### src/rtl/skid_buffer_n.sv
// Valid/ready skid buffer: DEPTH-entry circular store, zero-latency bypass when empty.
// Define SKID_BUFFER_N_REG_OUT_EN to remove the bypass and register every beat.
module skid_buffer_n #(
  parameter int DATA_W  = 8,
  parameter int DEPTH   = 2,
  parameter int LEVEL_W = $clog2(DEPTH + 1)
) (
  input  logic               clk,
  input  logic               rst_n,
  input  logic [DATA_W-1:0]  up_data,
  input  logic               up_valid,
  output logic               up_ready,
  output logic [DATA_W-1:0]  down_data,
  output logic               down_valid,
  input  logic               down_ready,
  output logic [LEVEL_W-1:0] level
);

  localparam int PTR_W = (DEPTH > 1) ? $clog2(DEPTH) : 1;
  localparam logic [LEVEL_W-1:0] FULL_LVL = LEVEL_W'(DEPTH);
  localparam logic [PTR_W-1:0]   LAST_PTR = PTR_W'(DEPTH - 1);

  logic [DATA_W-1:0]  mem [DEPTH];
  logic [PTR_W-1:0]   rd_ptr;
  logic [PTR_W-1:0]   wr_ptr;
  logic [LEVEL_W-1:0] level_q;

  logic empty;
  logic up_fire;
  logic down_fire;
  logic bypass;
  logic enq;
  logic deq;

  // Handshake: a beat transfers on a side exactly when valid && ready are both
  // high at the rising clock edge. up_ready depends on level_q only, so no
  // combinational path exists from down_ready or up_valid back to up_ready.
  assign empty     = (level_q == '0);
  assign up_ready  = (level_q != FULL_LVL);
  assign up_fire   = up_valid && up_ready;
  assign down_fire = down_valid && down_ready;
  assign level     = level_q;

`ifdef SKID_BUFFER_N_REG_OUT_EN
  assign down_valid = !empty;
  assign down_data  = mem[rd_ptr];
  assign bypass     = 1'b0;
`else
  // Stored beats take priority over the live input so ordering is preserved.
  assign down_valid = !empty || up_valid;
  assign down_data  = empty ? up_data : mem[rd_ptr];
  assign bypass     = up_fire && empty && down_ready;
`endif

  assign enq = up_fire && !bypass;
  assign deq = down_fire && !empty;

  always_ff @(posedge clk) begin
    if (enq) begin
      mem[wr_ptr] <= up_data;
    end
  end

  always_ff @(posedge clk or negedge rst_n) begin
    if (!rst_n) begin
      rd_ptr  <= '0;
      wr_ptr  <= '0;
      level_q <= '0;
    end else begin
      if (enq) begin
        wr_ptr <= (wr_ptr == LAST_PTR) ? '0 : wr_ptr + 1'b1;
      end
      if (deq) begin
        rd_ptr <= (rd_ptr == LAST_PTR) ? '0 : rd_ptr + 1'b1;
      end
      case ({enq, deq})
        2'b10:   level_q <= level_q + 1'b1;
        2'b01:   level_q <= level_q - 1'b1;
        default: level_q <= level_q;
      endcase
    end
  end

endmodule
### config.mk
export PLATFORM = sky130hd
export DESIGN_NAME = skid_buffer_n
export DESIGN_NICKNAME = d
export VERILOG_FILES = /design/src/rtl/skid_buffer_n.sv
export SDC_FILE = /design/constraint.sdc
export NUM_CORES = 1
export LEC_CHECK = 0
export ABC_AREA = 1
export CELL_PAD_IN_SITES_DETAIL_PLACEMENT = 1
export CELL_PAD_IN_SITES_GLOBAL_PLACEMENT = 1
export CORE_MARGIN = 2
export CORE_UTILIZATION = 35
export CTS_CLUSTER_DIAMETER = 40
export CTS_CLUSTER_SIZE = 12
export DETAILED_ROUTE_END_ITERATION = 8
export PLACE_DENSITY_LB_ADDON = 0.1
export SLEW_MARGIN = 10
export SYNTH_ARGS = -nofsm -noshare
export SYNTH_HDL_FRONTEND = slang
export SYNTH_SLANG_ARGS = --single-unit
export TNS_END_PERCENT = 5
### constraint.sdc
create_clock -name clk -period 1.61 [get_ports clk]
set_input_delay 0.483 -clock clk [delete_from_list [all_inputs] [get_ports clk]]
set_output_delay 0.483 -clock clk [all_outputs]
set_load 0.01 [all_outputs]
* Yosys cells after proc, flatten, opt, wreduce, memory -nomap -nowiden
Memory sizes are Yosys's and may differ from the RTL's. Cells that the tools add are included.
Storage, ports and cells: register bits 4, bits in latches 0, memory bits (writable) 16, bits in read-only memories 0, input port bits 12, output and inout bits 12, word-level logic and storage cells 28, memories kept 1
Memories:
- mem | depth 2, bits a word 8, rd ports 1, clocked after memory_dff 0, write ports 1, line 23 | logic [DATA_W-1:0] mem [DEPTH];
Operators by class: $add $sub $neg 4, multiply operators 0, divide/modulo/power cells 0, order comparisons 0, equality and inequality tests 3, shift operators 0, multiplexer cells 6, bitwise operators 0, reduce and logical (&&, ||, !) cells 11
Operator list (number):
- 8-bit two-way mux | 1
- 1-bit logical AND | 6
- 1-bit two-way mux | 4
- 2-bit case mux with 2 select lines | 1
- 1-bit adder, second input constant | 2
- 2-bit by 1-bit adder with 2-bit output, second input constant | 1
- 2-bit by 1-bit equality test with 1-bit output, second input constant | 1
- 2-bit equality test, second input constant | 1
- 1-bit zero test | 2
- 2-bit zero test | 1
- 2-bit inequality test, second input constant | 1
- 2-bit nonzero test | 1
- 2-bit by 1-bit subtractor with 2-bit output, second input constant | 1
- 1-bit logical OR | 1

* Depth between registers and ports, before layout
Gate-level depths: netlist of the first run.
depth in word-level cells 8, mapped depth 9, mapped depth without buffers 9

* Worst setup path after synthesis of the first run
OpenSTA, ideal clock, no wires.
kind register to register, start point reg level_q[0], in the netlist level[0], end point mem mem[1][0] (enable), setup time 0.371 ns, data arrival time 1.166 ns, required time 1.239 ns, setup slack 0.074 ns, stages on the path, launching flop included 5, path buffers 0, cells stage by stage dfrtp_1 -> inv_2 -> nand2_2 -> nand3_2 -> nor2_1
On the way: longest elaborated chain between the ends 8
RTL lines:
- start: declaration | line 26 | logic [LEVEL_W-1:0] level_q;
- start signal: assignment | line 77 | 2'b10: level_q <= level_q + 1'b1;
- start signal: assignment | line 78 | 2'b01: level_q <= level_q - 1'b1;
- start signal: assignment | line 79 | default: level_q <= level_q;
- 2-bit inequality test * | line 39 | assign up_ready = (level_q != FULL_LVL);
- net up_ready | line 12 | output logic up_ready,
- 1-bit logical AND * | line 40 | assign up_fire = up_valid && up_ready;
- 1-bit logical AND (2 in a row) | line 52 | assign bypass = up_fire && empty && down_ready;
- 1-bit zero test | line 55 | assign enq = up_fire && !bypass;
- 1-bit logical AND * | line 55
- 1-bit two-way mux * | line 59 | if (enq) begin
- 1-bit two-way mux (not written as such) * | line 60 | mem[wr_ptr] <= up_data;
- end: declaration | line 23
The timed path passes the listed nets; every way through them passes the cells marked *.

* Final worst setup path of the first run
start point reg rd_ptr, end point out down_data[3]
On the way: longest elaborated chain between the ends 2
RTL lines:
- start: declaration | line 24 | logic [PTR_W-1:0] rd_ptr;
- start signal: assignment | line 74 | rd_ptr <= (rd_ptr == LAST_PTR) ? '0 : rd_ptr + 1'b1;
- memory read 2 x 8 bit
- 8-bit two-way mux | line 51 | assign down_data = empty ? up_data : mem[rd_ptr];
- end: declaration | line 13 | output logic [DATA_W-1:0] down_data,
No other way between the ends.

==> results.toml, run 1 <==
[run_status]
outcome = "finished with violations"
violations = "negative setup slack"

[pwr]
internal-power_mw = 1.478
p_leak_nw = 0.6445
power_mw = 2.560
seq_power_share_pct = 32.2
p_sw_share_pct = 42.25
combPwrFrac_pct = 57.7
vdd_ir_drop_max_v = 0.001122
power_density_nw_per_um2 = 1842
p_clk_share_pct = 10.0
p_switching_mw = 1.082

[logic_synthesis]
synthTopCellsByArea = "edfxtp_1 (52%), nand2_1 (13%), dfrtp_1 (11%), o211ai_1 (6.5%), inv_1 (5.7%)"
syn_avg_cell_area_sq_um = 10.10
synth.most_common_cell = "nand2_1"
synthTopCellsByCount = "nand2_1 (33), edfxtp_1 (16), inv_1 (14)"
synth_edf_count = 16
synth_top_cell_by_area = "edfxtp_1"
synth.distinct_cells = 18
synthCells = 92
synth_warnings = 0
ys_seq_area_share_pct = 62.45
ys_async_sr_fraction_pct = 20.00
yosys.area.top_type_share_pct = 51.68
ys_seq_elements = 20
netlist_area_sq_um = 929.6
syn_nets = 105
synth_flop_cell = "edfxtp_1"

[die]
die_y_um = 55.54
dieWidth_um = 55.54
die_area_sq_um = 3084
ios = 24
start_util_pct = 37.19
rows = 18
core_sq_um = 2500

[critical_path]
cp.arrival_ns = 1.39
endpoint_kind = "output pin"
worstPathMaxFanout = 8
crit_slowest_cell = "dfrtp_2"
crit_chain = "clkinvlp_4 -> o211ai_1 -> nand2_1 -> buf_2"
cp_data_required_time_ns = 1.13
reg2reg_depth = 9
worst_setup_path_start_kind = "register"
cpPeakStageDelay_ns = 0.44
path_class = "register to output pin"

[detailed_routing]
route.vias.total = 836
drtPass1Iterations = 4
first_iter_violations = 7
wl_um = 2684
ant_nets = 0
vias_per_cell = 4.860
wl_per_cell_um = 15.60
drc = 0

[finish]
nNetsFinal = 156
drive_gt1_share_pct = 35.21
regArea_sq_um = 584.3
diodes = 0
n_fill_cell = 299
multiInputGateArea_sq_um = 312.8
fin_cells = 172
area_growth_pct = 49.53
stdcell_area_sq_um = 1390

[clock_network]
cts_tree = "yes"
cts_hold_buf = 0
h-tree-depth = 1
clock_latency_ns = 0.31
max-clock-path-buffers = 2
cts_buffers = 3
clk_pin_slew_ns = 0.11
cts_sinks = 20
cts-root-buf = "clkbuf_4"

[place]
dpl_worst_slack_ns = -0.5299
dp_cells = 161
place_congestion = 0.7440
placed_area_sq_um = 1320
post-dp-hpwl_um = 1789
port_buffers = 23

[timing]
rsz0062_at_grt = "true"
relSlewSlack_pct = 82.92
fin_crit_sh_pct = 116.5
period_needed_ns = 1.875
hold_ws_ns = 0.3793
worstMarginPinSlew_ns = 0.2553
finalMaxSlewViolations = 0
fmax_mhz = 533.3
finalHoldViolations = 0
setup_ws_ns = -0.2650
finalSetupViolCount = 11
finClkSkew_ns = 0.002145

[global_routing]
first_global_vias = 924
grt_pass1_wl_um = 4485
grt_max_degree = 12
antenna_found_initial = 0
grt.total_usage_pct = 19.50
overflow = 0

[flow_run]
drv_cap = 0

[hold_path]
hold_path.class = "input port to asynchronous set/reset pin"
[final timing paths]
kind / end / slack [ns] / from
max: down_data[3] / -0.26 / rd_ptr
min: wr_ptr / 0.38 / rst_n
max reg2reg: level[1] / 0.12 / level[1]
min reg2reg: wr_ptr / 0.55 / wr_ptr
max in group asynchronous: level[0] / 1.03 / rst_n
min in group clk: wr_ptr / 0.55 / wr_ptr
[per-layer routing]
metal | track usage, % | vias to the layer above | share of wire, %
li1 | - | 405 | -
met1 | 22.32 | 397 | 40
met2 | 34.01 | 24 | 52
met3 | 3.279 | 10 | 4.0
met4 | 11.15 | 0 | 3.3
met5 | 0 | - | 0
[cell usage in the layout (no fill, tap or decap), drive strengths merged]
master,Yosys,routed
or2,1,1
buf,1,34
nand2,35,36
clkdlybuf4s50,0,11
ha,1,1
clkbuf,0,4
nand3,3,3
nor2,3,3
nand4,1,1
xnor2,1,1
dfrtp,4,4
edfxtp,16,16
o211ai,8,8
inv,16,16
clkinvlp,0,1
o21ai,2,2
[registers in the layout (all words and copies together) (netlist names)]
signal / count
level: 2
rd_ptr: 1
wr_ptr: 1
mem: 16
[through the flow]
stage                     util, %  TNS, ns
after floorplan                 -        0
after global placement      52.80   -6.890
after detailed placement    52.80   -7.555
after CTS                   54.90   -2.238
after global routing        55.61   -3.000
final                       55.61   -2.222
[timing repair]
item	CTS	global route
endpoints found under the setup margin	12	21
buffers inserted	5	0
pin swaps	13	8
resized for setup	59	4
gates cloned	2	0
[power groups by stage]
stage | combinational [mW] | sequential, mW | clock (mW)
after floorplan | 0.652 | 0.804 | 0
after global placement | 1.36 | 0.782 | 0
after detailed placement | 1.41 | 0.799 | 0
after CTS | 1.45 | 0.816 | 0.259
after global routing | 1.63 | 0.837 | 0.285
final | 1.48 | 0.825 | 0.257
[critical path, delay by kind of cell (launching register included)]
family          cells  cell delay, ns
flops               1            0.44
buf+inv             2            0.34
compound gates      1            0.22
simple gates        1            0.08
[logic make-up after synthesis]
logic type / Yosys count / synth area share [%]
AOI/OAI and AO/OA: 10 / 7.537
xor gates and xnor gates: 1 / 0.9423
adders and majority gates: 1 / 1.346
buffers and inverters: 17 / 6.998
DFF: 20 / 62.45
and+or+nand+nor: 43 / 20.73
[final cells by class]
class / instances / area share [%]
Sequential cell: 20 / 42.03
Timing Repair Buffer: 45 / 25.65
Multi-Input combinational cell: 56 / 22.50
Inverter: 16 / 4.680
Tap cell: 30 / 2.700
Clock buffer: 4 / 1.890
Timing Repair inverter: 1 / 0.5401
(Power assumes the default switching activity.)
==> run 2: changes to the inputs <==
Settings changed: CELL_PAD_IN_SITES_DETAIL_PLACEMENT 1 to default, CELL_PAD_IN_SITES_GLOBAL_PLACEMENT 1 to default, CORE_MARGIN 2 to default, CORE_UTILIZATION 35 to 47, PLACE_DENSITY from default to 0.77, PLACE_DENSITY_LB_ADDON 0.1 to default.
==> run 2 against run 1 <==
- sequential share of layout area is 1.5 points lower
- design area increased by 3.5%
- non-clock buffer count increased by 3
- highest routed layer unchanged
- critical path type unchanged
- largest power group unchanged
- register-to-register slack worse by 0.22 ns
- the run still ends with negative setup slack left
- critical endpoint is now down_data[4]
- via count grew 2.2%
==> results.toml, run 2 (synthesized netlist as in run 1, its figures left out) <==
[timing]
worstMarginPinSlew_ns = 0.2233
finalSetupViolCount = 13
setup_ws_ns = -0.2224
finalHoldViolations = 0
period_needed_ns = 1.832
finClkSkew_ns = 0.003848
fmax_mhz = 545.7
relSlewSlack_pct = 84.96
rsz0062_at_grt = "true"
tns_ns = -1.846
fin_crit_sh_pct = 113.8
finalMaxSlewViolations = 0

[critical_path]
reg2reg_depth = 10
path_common_cell = "nand2_1"
r2r_start = "level[1]"
cp_top_family = "flip-flops"
path_class = "register to output pin"
cp_data_required_time_ns = 1.13
cp.arrival_ns = 1.35
reg2reg_slack_ns = -0.10
worst_setup_path_start_kind = "register"
endpoint_kind = "output pin"
crit_buf_inv = 2
r2r_end = "level[1]"
worstPathMaxFanout = 5
cp.depth = 5
cpPeakStageDelay_ns = 0.46
crit_chain = "buf_6 -> nor2_4 -> nand2_1 -> nand2_1 -> buf_2"
crit_slowest_cell = "dfrtp_2"

[global_routing]
grt_max_degree = 18
first_global_vias = 873
antenna_found_initial = 0
overflow = 0
grt_pass1_wl_um = 3933
grt.total_usage_pct = 27.98

[run_status]
outcome = "finished with violations"
violations = "negative setup slack"

[place]
place_congestion = 0.7657
dpl_worst_slack_ns = -0.5423
dp_cells = 157
port_buffers = 23
post-dp-hpwl_um = 1487

[clock_network]
cts_sinks = 20
cts_buffers = 3
clk_pin_slew_ns = 0.12
cts-root-buf = "clkbuf_4"
clock_latency_ns = 0.31
cts_tree = "yes"
cts_hold_buf = 0
h-tree-depth = 1
max-clock-path-buffers = 2

[die]
start_util_pct = 52.14
dieWidth_um = 46.48
ios = 24
rows = 15
die_y_um = 46.48
core_sq_um = 1783
die_area_sq_um = 2160

[detailed_routing]
wl_per_cell_um = 14.73
vias_per_cell = 5.024
drtPass1Iterations = 4
wl_um = 2504
drc = 0
first_iter_violations = 13
ant_nets = 0
route.vias.total = 854

[finish]
area_growth_pct = 54.78
mostFrequentLayoutCells = "nand2_1 (33), buf_4 (22), edfxtp_1 (16)"
fin_cells = 170
largest_reg_flops = 16
final_common_cell = "nand2_1"
diodes = 0
regMostFlops = "mem"
nNetsFinal = 159
drive_gt1_share_pct = 37.93

[flow_run]
drv_cap = 0

[pwr]
power_density_nw_per_um2 = 1929
vdd_ir_drop_max_v = 0.001633
p_leak_nw = 0.6753

[hold_path]
hold_path.class = "input port to asynchronous set/reset pin"
==> run 2: cell types whose count changed in the layout (fill, tap and decap cells not counted), sizes merged <==
cell | previous run | this run
nor2 | 3 | 4
bufinv | 0 | 1
clkbuf | 4 | 3
clkinvlp | 1 | 0
clkdlybuf4s15 | 0 | 1
buf | 34 | 36
==> run 2: layer usage <==
layer,wire length (um),share of wire [%],vias up,track usage [%]
li1,-,-,413,-
met1,912,36,400,29.37
met2,1412,56,35,52.22
met3,128,5.1,6,5.490
met4,51,2.0,0,12.94
met5,0,0,-,0
==> run 2: area by class of cell <==
cell class,count,area (sq um)
sequential,20,583.1
timing repair buffer,48,387.9
fill,123,344.1
multi-input combinational,57,316.6
inverter,16,67.56
tap,25,31.28
clock inverter,1,30.03
clock buffer,3,22.52
==> run 2: power by group <==
| group | internal [mW] | switching (mW) | leakage [nW] |
|---|---|---|---|
| sequential | 0.714 | 0.0815 | 0.194 |
| combinational | 0.712 | 0.853 | 0.454 |
| clock | 0.252 | 0.164 | 0.0279 |
==> run 2: worst max path at each step <==
stage,start,endpoint
CTS,level[1],down_data[4]
global route,level[1],down_data[7]
global placement,up_data[2],down_data[2]
floorplan,level[0],mem[1][0]
detailed placement,up_data[4],down_data[4]
finish,level[0],down_data[4]
==> run 2: timing repair <==
item / CTS / global route
gates resized for setup: 60 / 4
pin swaps: 6 / 4
buffers inserted: 7 / 0
cloned: 2 / 0
setup endpoints to repair: 13 / 18
==> run 2: per-stage QoR <==
step	utilization [%]	hold WS (ns)	power, mW	instance area (sq um)
floorplan	-	0.1874	1.456	929.6
global placement	74.11	0.4568	2.111	1321
detailed placement	74.11	0.4637	2.176	1321
CTS	79.86	0.3714	2.714	1424
global route	80.70	0.3732	2.954	1439
finish	80.70	0.3714	2.776	1439
==> run 3: changes to the inputs <==
Settings changed: CELL_PAD_IN_SITES_DETAIL_PLACEMENT from default to 1, CELL_PAD_IN_SITES_GLOBAL_PLACEMENT from default to 1, CORE_UTILIZATION 47 to 35, PLACE_DENSITY 0.77 to default, PLACE_DENSITY_LB_ADDON from default to 0.1, RECOVER_POWER from default to 100.
==> run 3 against run 2 <==
- the flow still finishes with violations (negative setup slack)
- global-route usage is 8.6 points lower
- critical endpoint is now down_data[7]
- first-iteration DRC count is 46% lower
- clock skew is 0.0027 ns lower
- sequential share of layout area is 1.1 points higher
- largest power group unchanged
- critical path depth is 1 lower
- wire length is 3.7% lower
- design area is 2.8% lower
- die area is 33% higher
==> results.toml, run 3 (synthesized netlist as in run 1, its figures left out) <==
[finish]
diodes = 0
stdcell_area_sq_um = 1399
multiInputGateArea_sq_um = 305.3
final_common_cell = "nand2_1"
n_fill_cell = 284
regArea_sq_um = 581.8
regMostFlops = "mem"
drive_gt1_share_pct = 34.51
fin_cells = 172
mostFrequentLayoutCells = "nand2_1 (31), edfxtp_1 (16), inv_1 (13)"
largest_reg_flops = 16
area_growth_pct = 50.47
nNetsFinal = 156

[place]
post-dp-hpwl_um = 1598
placed_area_sq_um = 1328
dp_cells = 162
port_buffers = 23
place_congestion = 0.7697

[critical_path]
path_class = "input port to output pin"
worstPathMaxFanout = 2
cp.arrival_ns = 1.32
reg2reg_slack_ns = -0.01
cp_data_required_time_ns = 1.13
endpoint_kind = "output pin"
worst_setup_path_start_kind = "input port"

[die]
die_area_sq_um = 2866
start_util_pct = 37.19
dieWidth_um = 53.54
core_sq_um = 2500
rows = 18
ios = 24
die_y_um = 53.54

[clock_network]
cts_buffers = 3
clk_pin_slew_ns = 0.11
cts_sinks = 20
cts_tree = "yes"
cts_hold_buf = 0
max-clock-path-buffers = 2
cts-root-buf = "clkbuf_4"
h-tree-depth = 1
clock_latency_ns = 0.29

[global_routing]
grt.total_usage_pct = 19.34
grt_max_degree = 18
grt_pass1_wl_um = 3808
first_global_vias = 835
overflow = 0
antenna_found_initial = 0

[timing]
hold_ws_ns = 0.4532
finClkSkew_ns = 0.001161
finalHoldViolations = 0
tns_ns = -1.939
period_needed_ns = 1.802
fmax_mhz = 554.9
finalSetupViolCount = 19
rsz0062_at_grt = "true"
setup_ws_ns = -0.1921
worstMarginPinSlew_ns = 0.2202
fin_crit_sh_pct = 111.9
finalMaxSlewViolations = 0
relSlewSlack_pct = 85.17

[detailed_routing]
wl_um = 2412
wl_per_cell_um = 14.02
drtPass1Iterations = 3
vias_per_cell = 4.721
first_iter_violations = 7
route.vias.total = 812
drc = 0
ant_nets = 0

[pwr]
internal-power_mw = 1.507
seq_power_share_pct = 31.0
p_sw_share_pct = 40.76
power_density_nw_per_um2 = 1818
vdd_ir_drop_max_v = 0.001029
p_leak_nw = 0.6594
p_clk_share_pct = 9.4
p_switching_mw = 1.036
combPwrFrac_pct = 59.5

[flow_run]
drv_cap = 0

[hold_path]
hold_path.class = "input port to asynchronous set/reset pin"

[run_status]
outcome = "finished with violations"
violations = "negative setup slack"
run 3: changes by cell type in the layout (fill, tap and decap cells not counted), moves of 2 or more:
cell	previous run	this run
dlygate4sd3_1	0	9
clkdlybuf4s50_1	11	2
nand2_2	0	2
buf_4	22	12
clkbuf_4	3	9
nor2_2	2	0
nand2_1	33	31
nor2_1	0	2
run 3: path summary, 6_finish.rpt:
kind                       startpoint      endpoint  cells after the start
max                        up_data[7]  down_data[7]                      4
min                             rst_n      level[0]                      1
max reg2reg                  level[0]      level[1]                     10
min reg2reg                    wr_ptr        wr_ptr                      2
max in group asynchronous       rst_n      level[1]                      1
min in group clk               wr_ptr        wr_ptr                      2
run 3: per-stage QoR:
stage,power [mW],worst slack [ns],utilization [%]
after floorplan,1.456,0.07384,-
after global placement,2.151,-0.4961,53.10
after detailed placement,2.208,-0.5226,53.10
after CTS,2.520,-0.2034,55.46
after global routing,2.729,-0.2638,55.96
final,2.543,-0.1921,55.96
run 3: cell type report:
| cell class | instances | area share (%) |
|---|---|---|
| clock inverter | 1 | 0.2683 |
| clock buffer | 3 | 1.610 |
| tap | 30 | 2.683 |
| multi-input combinational | 56 | 21.82 |
| inverter | 16 | 4.651 |
| sequential | 20 | 41.59 |
| timing repair buffer | 46 | 27.37 |
run 3: timing repair:
item	CTS	global route
gates resized for setup	54	7
pin swaps	5	0
setup endpoints to repair	13	13
gates cloned	1	0
buffers inserted	5	0
run 3: power by group through the flow:
| stage | registers [mW] | logic (mW) | clock network, mW |
|---|---|---|---|
| 2_1_floorplan | 0.804 | 0.652 | 0 |
| 3_3_place_gp | 0.781 | 1.37 | 0 |
| 3_5_place_dp | 0.793 | 1.41 | 0 |
| 4_1_cts | 0.780 | 1.49 | 0.252 |
| 5_1_grt | 0.806 | 1.66 | 0.267 |
| 6_report | 0.789 | 1.51 | 0.239 |
run 3: critical path, stage by stage:
cell and delay [ns]:
dlygate4sd3_1 0.57, nand2_2 0.08, nand2_1 0.05, buf_2 0.14
run 3: metal layers:
| metal | track usage [%] | up-vias | part of all wire, % |
|---|---|---|---|
| met5 | 0 | - | 0 |
| met4 | 2.632 | 0 | 0 |
| met3 | 2.542 | 0 | 2.4 |
| met2 | 38.13 | 13 | 54 |
| met1 | 22.34 | 393 | 43 |
| li1 | - | 406 | - |
